<file path="config.mk">
export PLATFORM = sky130hd
export DESIGN_NAME = lamp_request_scheduler
export DESIGN_NICKNAME = d
export VERILOG_FILES = /design/src/rtl/lamp_pkg.sv /design/src/rtl/lamp_debounce.sv /design/src/rtl/lamp_request_scheduler.sv
export SDC_FILE = /design/constraint.sdc
export NUM_CORES = 1
export LEC_CHECK = 0
export ABC_CLOCK_PERIOD_IN_PS = 4500
export BUFFER_PORTS_ARGS = -buffer_cell sky130_fd_sc_hd__buf_2
export CAP_MARGIN = 20
export CELL_PAD_IN_SITES_DETAIL_PLACEMENT = 1
export CELL_PAD_IN_SITES_GLOBAL_PLACEMENT = 1
export CORE_ASPECT_RATIO = 1.2
export CORE_MARGIN = 2
export CORE_UTILIZATION = 48
export DETAILED_ROUTE_END_ITERATION = 10
export GPL_ROUTABILITY_DRIVEN = 0
export GPL_TIMING_DRIVEN = 0
export PLACE_DENSITY = 0.89
export SLEW_MARGIN = 20
export SYNTH_ARGS = -nofsm -noshare
export SYNTH_HDL_FRONTEND = slang
export SYNTH_SLANG_ARGS = --single-unit
</file>
<file path="constraint.sdc">
create_clock -name clk -period 4.5 [get_ports clk]
set_input_delay 0.9 -clock clk [delete_from_list [all_inputs] [get_ports clk]]
set_output_delay 0.9 -clock clk [all_outputs]
set_load 0.01 [all_outputs]
</file>
<file path="src/rtl/lamp_pkg.sv">
// lamp_pkg: shared arbiter encoding and default constants for the tail-light request path.
package lamp_pkg;
    typedef enum logic [1:0] {
        IDLE  = 2'd0,
        LEFT  = 2'd1,
        RIGHT = 2'd2,
        HAZ   = 2'd3
    } arb_state_t;

    localparam logic [1:0] SEQ_LAST = 2'd2;

    localparam int STEP_DIV_D     = 16;
    localparam int DEB_CYCLES_D   = 4;
    localparam int PWM_BITS_D     = 4;
    localparam int DIM_DUTY_D     = 3;
    localparam int CANCEL_STEPS_D = 24;
endpackage

</file>
<file path="src/rtl/lamp_debounce.sv">
// lamp_debounce: 2-flop synchronizer followed by a consecutive-cycle debouncer for one switch.
module lamp_debounce
    import lamp_pkg::*;
#(
    parameter int DEB_CYCLES = DEB_CYCLES_D
) (
    input  logic clk,
    input  logic rst,
    input  logic i_raw,
    output logic o_db
);
    localparam int CW = (DEB_CYCLES > 1) ? $clog2(DEB_CYCLES) : 1;

    logic [1:0]    r_sync;
    logic [CW-1:0] r_cnt;
    logic          r_db;

    always_ff @(posedge clk) begin
        if (rst) begin
            r_sync <= '0;
            r_cnt  <= '0;
            r_db   <= 1'b0;
        end else begin
            r_sync <= {r_sync[0], i_raw};
            if (r_sync[1] == r_db) begin
                r_cnt <= '0;
            end else if (r_cnt == CW'(DEB_CYCLES - 1)) begin
                r_db  <= r_sync[1];
                r_cnt <= '0;
            end else begin
                r_cnt <= r_cnt + 1'b1;
            end
        end
    end

    assign o_db = r_db;
endmodule

</file>
<file path="src/rtl/lamp_request_scheduler.sv">
// lamp_request_scheduler: debounces tail-light switches, paces the pattern FSM and arbitrates turn/hazard ownership.
// Defining LAMP_AUTO_CANCEL_EN adds a turn auto-cancel with a per-side lockout.
module lamp_request_scheduler
    import lamp_pkg::*;
#(
    parameter int STEP_DIV   = STEP_DIV_D,
    parameter int DEB_CYCLES = DEB_CYCLES_D,
    parameter int PWM_BITS   = PWM_BITS_D,
    parameter int DIM_DUTY   = DIM_DUTY_D
`ifdef LAMP_AUTO_CANCEL_EN
    ,
    parameter int CANCEL_STEPS = CANCEL_STEPS_D
`endif
) (
    input  logic       clk,
    input  logic       rst,
    input  logic       left_in,
    input  logic       right_in,
    input  logic       brake_in,
    input  logic       hazard_in,
    input  logic       run_in,
    output logic       step_en,
    output logic       left,
    output logic       right,
    output logic       hazard,
    output logic       brake,
    output logic       run,
    output logic       dim_on,
    output logic [1:0] seq_pos
);
    localparam int SW = (STEP_DIV > 1) ? $clog2(STEP_DIV) : 1;
    localparam int DB_L = 0, DB_R = 1, DB_B = 2, DB_H = 3, DB_RUN = 4;

    logic [4:0]          w_raw, w_db;
    logic [SW-1:0]       r_step_cnt;
    logic [PWM_BITS-1:0] r_pwm;
    logic                w_step, w_l, w_r, w_turn, w_eval_en, w_cancel;
    arb_state_t          r_state, w_eval, w_nxt;
    logic [1:0]          r_seq, w_seq_nxt;
    logic                r_step_en, r_left, r_right, r_hazard, r_brake, r_run, r_dim;

    assign w_raw = {run_in, hazard_in, brake_in, right_in, left_in};

    for (genvar g = 0; g < 5; g++) begin : g_deb
        lamp_debounce #(.DEB_CYCLES(DEB_CYCLES)) u_deb (
            .clk  (clk),
            .rst  (rst),
            .i_raw(w_raw[g]),
            .o_db (w_db[g])
        );
    end

    assign w_step = r_step_cnt == SW'(STEP_DIV - 1);
    assign w_turn = r_state == LEFT || r_state == RIGHT;

    // A turn sweep only yields at its last step unless hazard preempts it.
    always_comb begin
        w_eval    = (w_db[DB_H] || (w_l && w_r)) ? HAZ : w_l ? LEFT : w_r ? RIGHT : IDLE;
        w_eval_en = w_step && (r_state == IDLE ||
                    (r_state == HAZ ? (!w_db[DB_H] && !(w_db[DB_L] && w_db[DB_R]))
                                    : (w_db[DB_H] || r_seq == SEQ_LAST)));
        w_nxt     = w_cancel ? IDLE : w_eval_en ? w_eval : r_state;
        w_seq_nxt = (w_cancel || w_eval_en) ? 2'd0 : (w_step && w_turn) ? r_seq + 2'd1 : r_seq;
    end

`ifdef LAMP_AUTO_CANCEL_EN
    localparam int CW = $clog2(CANCEL_STEPS + 1);

    logic [CW-1:0] r_turn_cnt;
    logic          r_lock_l, r_lock_r;

    assign w_l = w_db[DB_L] && !r_lock_l;
    assign w_r = w_db[DB_R] && !r_lock_r;
    // The count saturates, so a timeout reached mid-sweep still cancels at the sweep end.
    assign w_cancel = w_step && w_turn && r_seq == SEQ_LAST && !w_db[DB_H] &&
                      int'(r_turn_cnt) >= CANCEL_STEPS - 1;

    always_ff @(posedge clk) begin
        if (rst) begin
            r_turn_cnt <= '0;
            r_lock_l   <= 1'b0;
            r_lock_r   <= 1'b0;
        end else begin
            r_turn_cnt <= (w_nxt != r_state || !w_turn) ? '0 :
                          (w_step && int'(r_turn_cnt) < CANCEL_STEPS) ? r_turn_cnt + 1'b1 : r_turn_cnt;
            r_lock_l   <= (w_cancel && r_state == LEFT) || (r_lock_l && w_db[DB_L]);
            r_lock_r   <= (w_cancel && r_state == RIGHT) || (r_lock_r && w_db[DB_R]);
        end
    end
`else
    assign w_l      = w_db[DB_L];
    assign w_r      = w_db[DB_R];
    assign w_cancel = 1'b0;
`endif

    always_ff @(posedge clk) begin
        if (rst) begin
            r_step_cnt <= '0;
            r_pwm      <= '0;
            r_step_en  <= 1'b0;
            r_state    <= IDLE;
            r_seq      <= '0;
            r_left     <= 1'b0;
            r_right    <= 1'b0;
            r_hazard   <= 1'b0;
            r_brake    <= 1'b0;
            r_run      <= 1'b0;
            r_dim      <= 1'b0;
        end else begin
            r_step_cnt <= w_step ? '0 : r_step_cnt + 1'b1;
            r_pwm      <= r_pwm + 1'b1;
            r_step_en  <= w_step;
            r_state    <= w_nxt;
            r_seq      <= w_seq_nxt;
            r_left     <= w_nxt == LEFT;
            r_right    <= w_nxt == RIGHT;
            r_hazard   <= w_nxt == HAZ;
            r_brake    <= w_db[DB_B];
            r_run      <= w_db[DB_RUN];
            r_dim      <= w_db[DB_RUN] && int'(r_pwm) < DIM_DUTY;
        end
    end

    assign step_en = r_step_en;
    assign left    = r_left;
    assign right   = r_right;
    assign hazard  = r_hazard;
    assign brake   = r_brake;
    assign run     = r_run;
    assign dim_on  = r_dim;
    assign seq_pos = r_seq;
endmodule

</file>
==> flow_summary.json <==
{
  "grt_pass1_wl_mm": 5.457,
  "ir_drop_v": 0.0003594,
  "cts_hold_buf": 0,
  "yosysTopAreaCell": "dfxtp_1",
  "cts-root-buf": "clkbuf_8",
  "antenna_found_initial": 0,
  "grt.busiest_layer": "met2",
  "synth_edf_count": 0,
  "grt_pass1_vias": 1269,
  "p_leak_nw": 0.7553,
  "slew_headroom": 0.6710,
  "cts_setup_buffers": 0,
  "tightest_slew_ps": 493.5,
  "power.density_nw_per_um2": 386.2,
  "antenna_left": 0,
  "min-delay-start": "g_deb[0].u_deb.r_cnt[0]",
  "multi_input_comb_area_um2": 705.7,
  "cts_resized": 0,
  "cp-start-kind": "flop",
  "num_vias": 1163,
  "crit_arrival_ps": 1980,
  "syn-cell-area_um2": 1658,
  "cts_buffers": 5,
  "hold_violations": 0,
  "grtUsageMet3": 0.05860,
  "firstDrtPassIters": 4,
  "drv_cap": 0,
  "antenna_cells": 0,
  "pwr-share-seq": 0.556,
  "die_h_um": 68.38,
  "seq_area_um2": 880.8,
  "skew_ps": 7.478,
  "r2r_setup_slack_ps": 2750,
  "drive_above_1_share": 0.1530,
  "synthCells": 160,
  "ys_seq_area_frac": 0.5313,
  "setup_violations": 0,
  "hold_class": "flop to flop",
  "final_net_count": 199,
  "wl_mm": 3.201,
  "io-pin-count": 16,
  "critPathCaptureType": "flop",
  "final.period_utilization": 0.3895,
  "swShare": 0.2119,
  "grtUsageTotal": 0.1895,
  "synth_seq_cells": 44,
  "htree_levels": 2,
  "syn_to_final_growth_pct": 14.04,
  "die_area_um2": 3942,
  "worstSetupPathType": "flop to flop",
  "power.internal_w": 0.0005754,
  "crit_required_ps": 4730,
  "grt_max_degree": 15,
  "clkSlewWorstSetupHoldPaths_ps": 80,
  "status": "finished, final reports clean",
  "fin_crit_ps": 1753,
  "use_met1": 0.1803,
  "die_w_um": 57.65,
  "synthFlopType": "dfxtp_1",
  "dpl.hpwl_mm": 2.352,
  "pwr-share-clk": 0.410,
  "holdPathEnd": "g_deb[0].u_deb.r_cnt[0]",
  "synth_most_common_cell": "dfxtp_1",
  "tritoncts": "built",
  "rsz0062_at_grt": "false",
  "synth.area.top_cells": "dfxtp_1 53%, ha_1 7.5%, nor2_1 5.4%",
  "clock_latency_ps": 300,
  "syn_nets": 177,
  "wl_per_cell_um": 14.55,
  "rows": 23,
  "hold_path_depth": 1,
  "rr_startpoint": "r_state[1]",
  "p_switching_w": 0.0001547,
  "crit_path_max_fanout": 4,
  "cts_buffer_depth": 2,
  "first_iter_violations": 25,
  "timing.rr.end": "seq_pos[1]",
  "tns_ps": 0,
  "gr-total-overflow": 0,
  "synthTopCellsByCount": "44 x dfxtp_1, 24 x nor2_1, 13 x nor2b_1",
  "power_frac_comb": 0.034,
  "maxClockFrequency_mhz": 570.5,
  "synthDistinctLibCells": 27,
  "yosys_warnings": 0,
  "slew_viol_final": 0,
  "initial_core_util": 0.5009,
  "synthArstFlopShare": 0,
  "power_w": 0.0007301,
  "drcViolationCount": 0,
  "cts_sinks": 44,
  "core_area_um2": 3309,
  "rr_worst_depth": 5,
  "netlist.area_leader.share": 0.5313,
  "fillCellCount": 378,
  "postSynthAreaPerCell_um2": 10.36,
  "vias_per_cell": 5.286,
  "numPortBuffers": 15,
  "use_met2": 0.3594
}
layout make-up:
| class | instances | share of cell area |
|---|---|---|
| flip-flops and latches | 44 | 0.4659 |
| multi-input cells | 99 | 0.3733 |
| repair buffers | 15 | 0.03971 |
| clock buffers | 5 | 0.03640 |
| well taps | 37 | 0.02449 |
| inverters | 12 | 0.02383 |
| clock inverters | 3 | 0.02250 |
| plain buffers | 5 | 0.01390 |
worst max-delay path by stage:
| stage | slack (ps) | start | cells past startpoint | endpoint |
|---|---|---|---|---|
| final | 2750 | r_state[1] | 5 | seq_pos[1] |
| after global routing | 2580 | r_step_cnt[0] | 5 | r_state[1] |
| after CTS | 2750 | r_step_cnt[0] | 5 | r_state[1] |
| after detailed placement | 2430 | rst | 4 | r_pwm[2] |
| after global placement | 2460 | rst | 4 | r_step_cnt[2] |
| after floorplan | 2880 | rst | 3 | seq_pos[0] |
worst max-delay path, stage by stage, from the launching register on:
cell and delay (ps):
dfxtp_1 400, ha_1 360, o21ba_1 210, a311oi_2 370
nand4b_1 160, a31oi_1 170
state kept, by name (all words and copies together), names as in the netlist:
signal,count
g_deb.u_deb.r_cnt,10
g_deb.u_deb.r_sync,10
g_deb.u_deb.o_db,5
r_pwm,4
r_step_cnt,4
r_state,2
seq_pos,2
brake,1
dim_on,1
hazard,1
left,1
right,1
run,1
step_en,1
layer usage:
layer	up-vias	share of wire
li1	573	-
met1	557	0.37
met5	-	0
met4	0	0.029
met2	23	0.56
met3	10	0.040
placed cells by master, fill, tap and decap left out, drive strengths merged:
master | synthesis | routed
a311oi | 2 | 2
nand2 | 3 | 3
xor2 | 1 | 1
a21oi | 5 | 5
o21ai | 1 | 1
a31oi | 2 | 2
and3 | 1 | 1
or3 | 8 | 8
o21ba | 1 | 1
bufinv | 0 | 1
nor2b | 13 | 13
inv | 12 | 12
nor4b | 1 | 1
clkbuf | 4 | 9
nor2 | 24 | 24
nand3 | 5 | 5
nor3b | 1 | 1
a211oi | 3 | 3
xnor2 | 7 | 7
buf | 1 | 16
mux2i | 5 | 5
nand4b | 2 | 2
nor4 | 1 | 1
nor3 | 2 | 2
clkinvlp | 0 | 1
ha | 10 | 10
a21o | 1 | 1
clkinv | 0 | 1
dfxtp | 44 | 44
power by group through the flow:
stage,Sequential [W],Clock (W),Combinational (W)
4_1_cts,0.000406,0.000306,0.0000258
3_5_place_dp,0.000415,0,0.0000251
2_1_floorplan,0.000413,0,0.0000173
5_1_grt,0.000407,0.000321,0.0000285
6_report,0.000406,0.000299,0.0000249
3_3_place_gp,0.000414,0,0.0000229
cells by family after synthesis:
| kind of cell | synth area share |
|---|---|
| simple gates | 0.1985 |
| flops | 0.5313 |
| fa+ha+maj | 0.07547 |
| mux | 0.03019 |
| buf+inv | 0.04301 |
| compound gates | 0.07924 |
| xor+xnor | 0.04227 |
metrics by stage:
step / hold slack, ps / std cells / util / setup slack, ps / area (um^2)
after CTS: 432.4 / 220 / 0.5713 / 2747 / 1891
after detailed placement: 414.6 / 212 / 0.5376 / 2433 / 1779
after global routing: 446.0 / 220 / 0.5713 / 2584 / 1891
after floorplan: 397.4 / 160 / - / 2878 / 1658
after global placement: 404.1 / 212 / 0.5376 / 2464 / 1779
final: 430.5 / 220 / 0.5713 / 2747 / 1891
No activity file was read; power rests on OpenSTA's default activity.
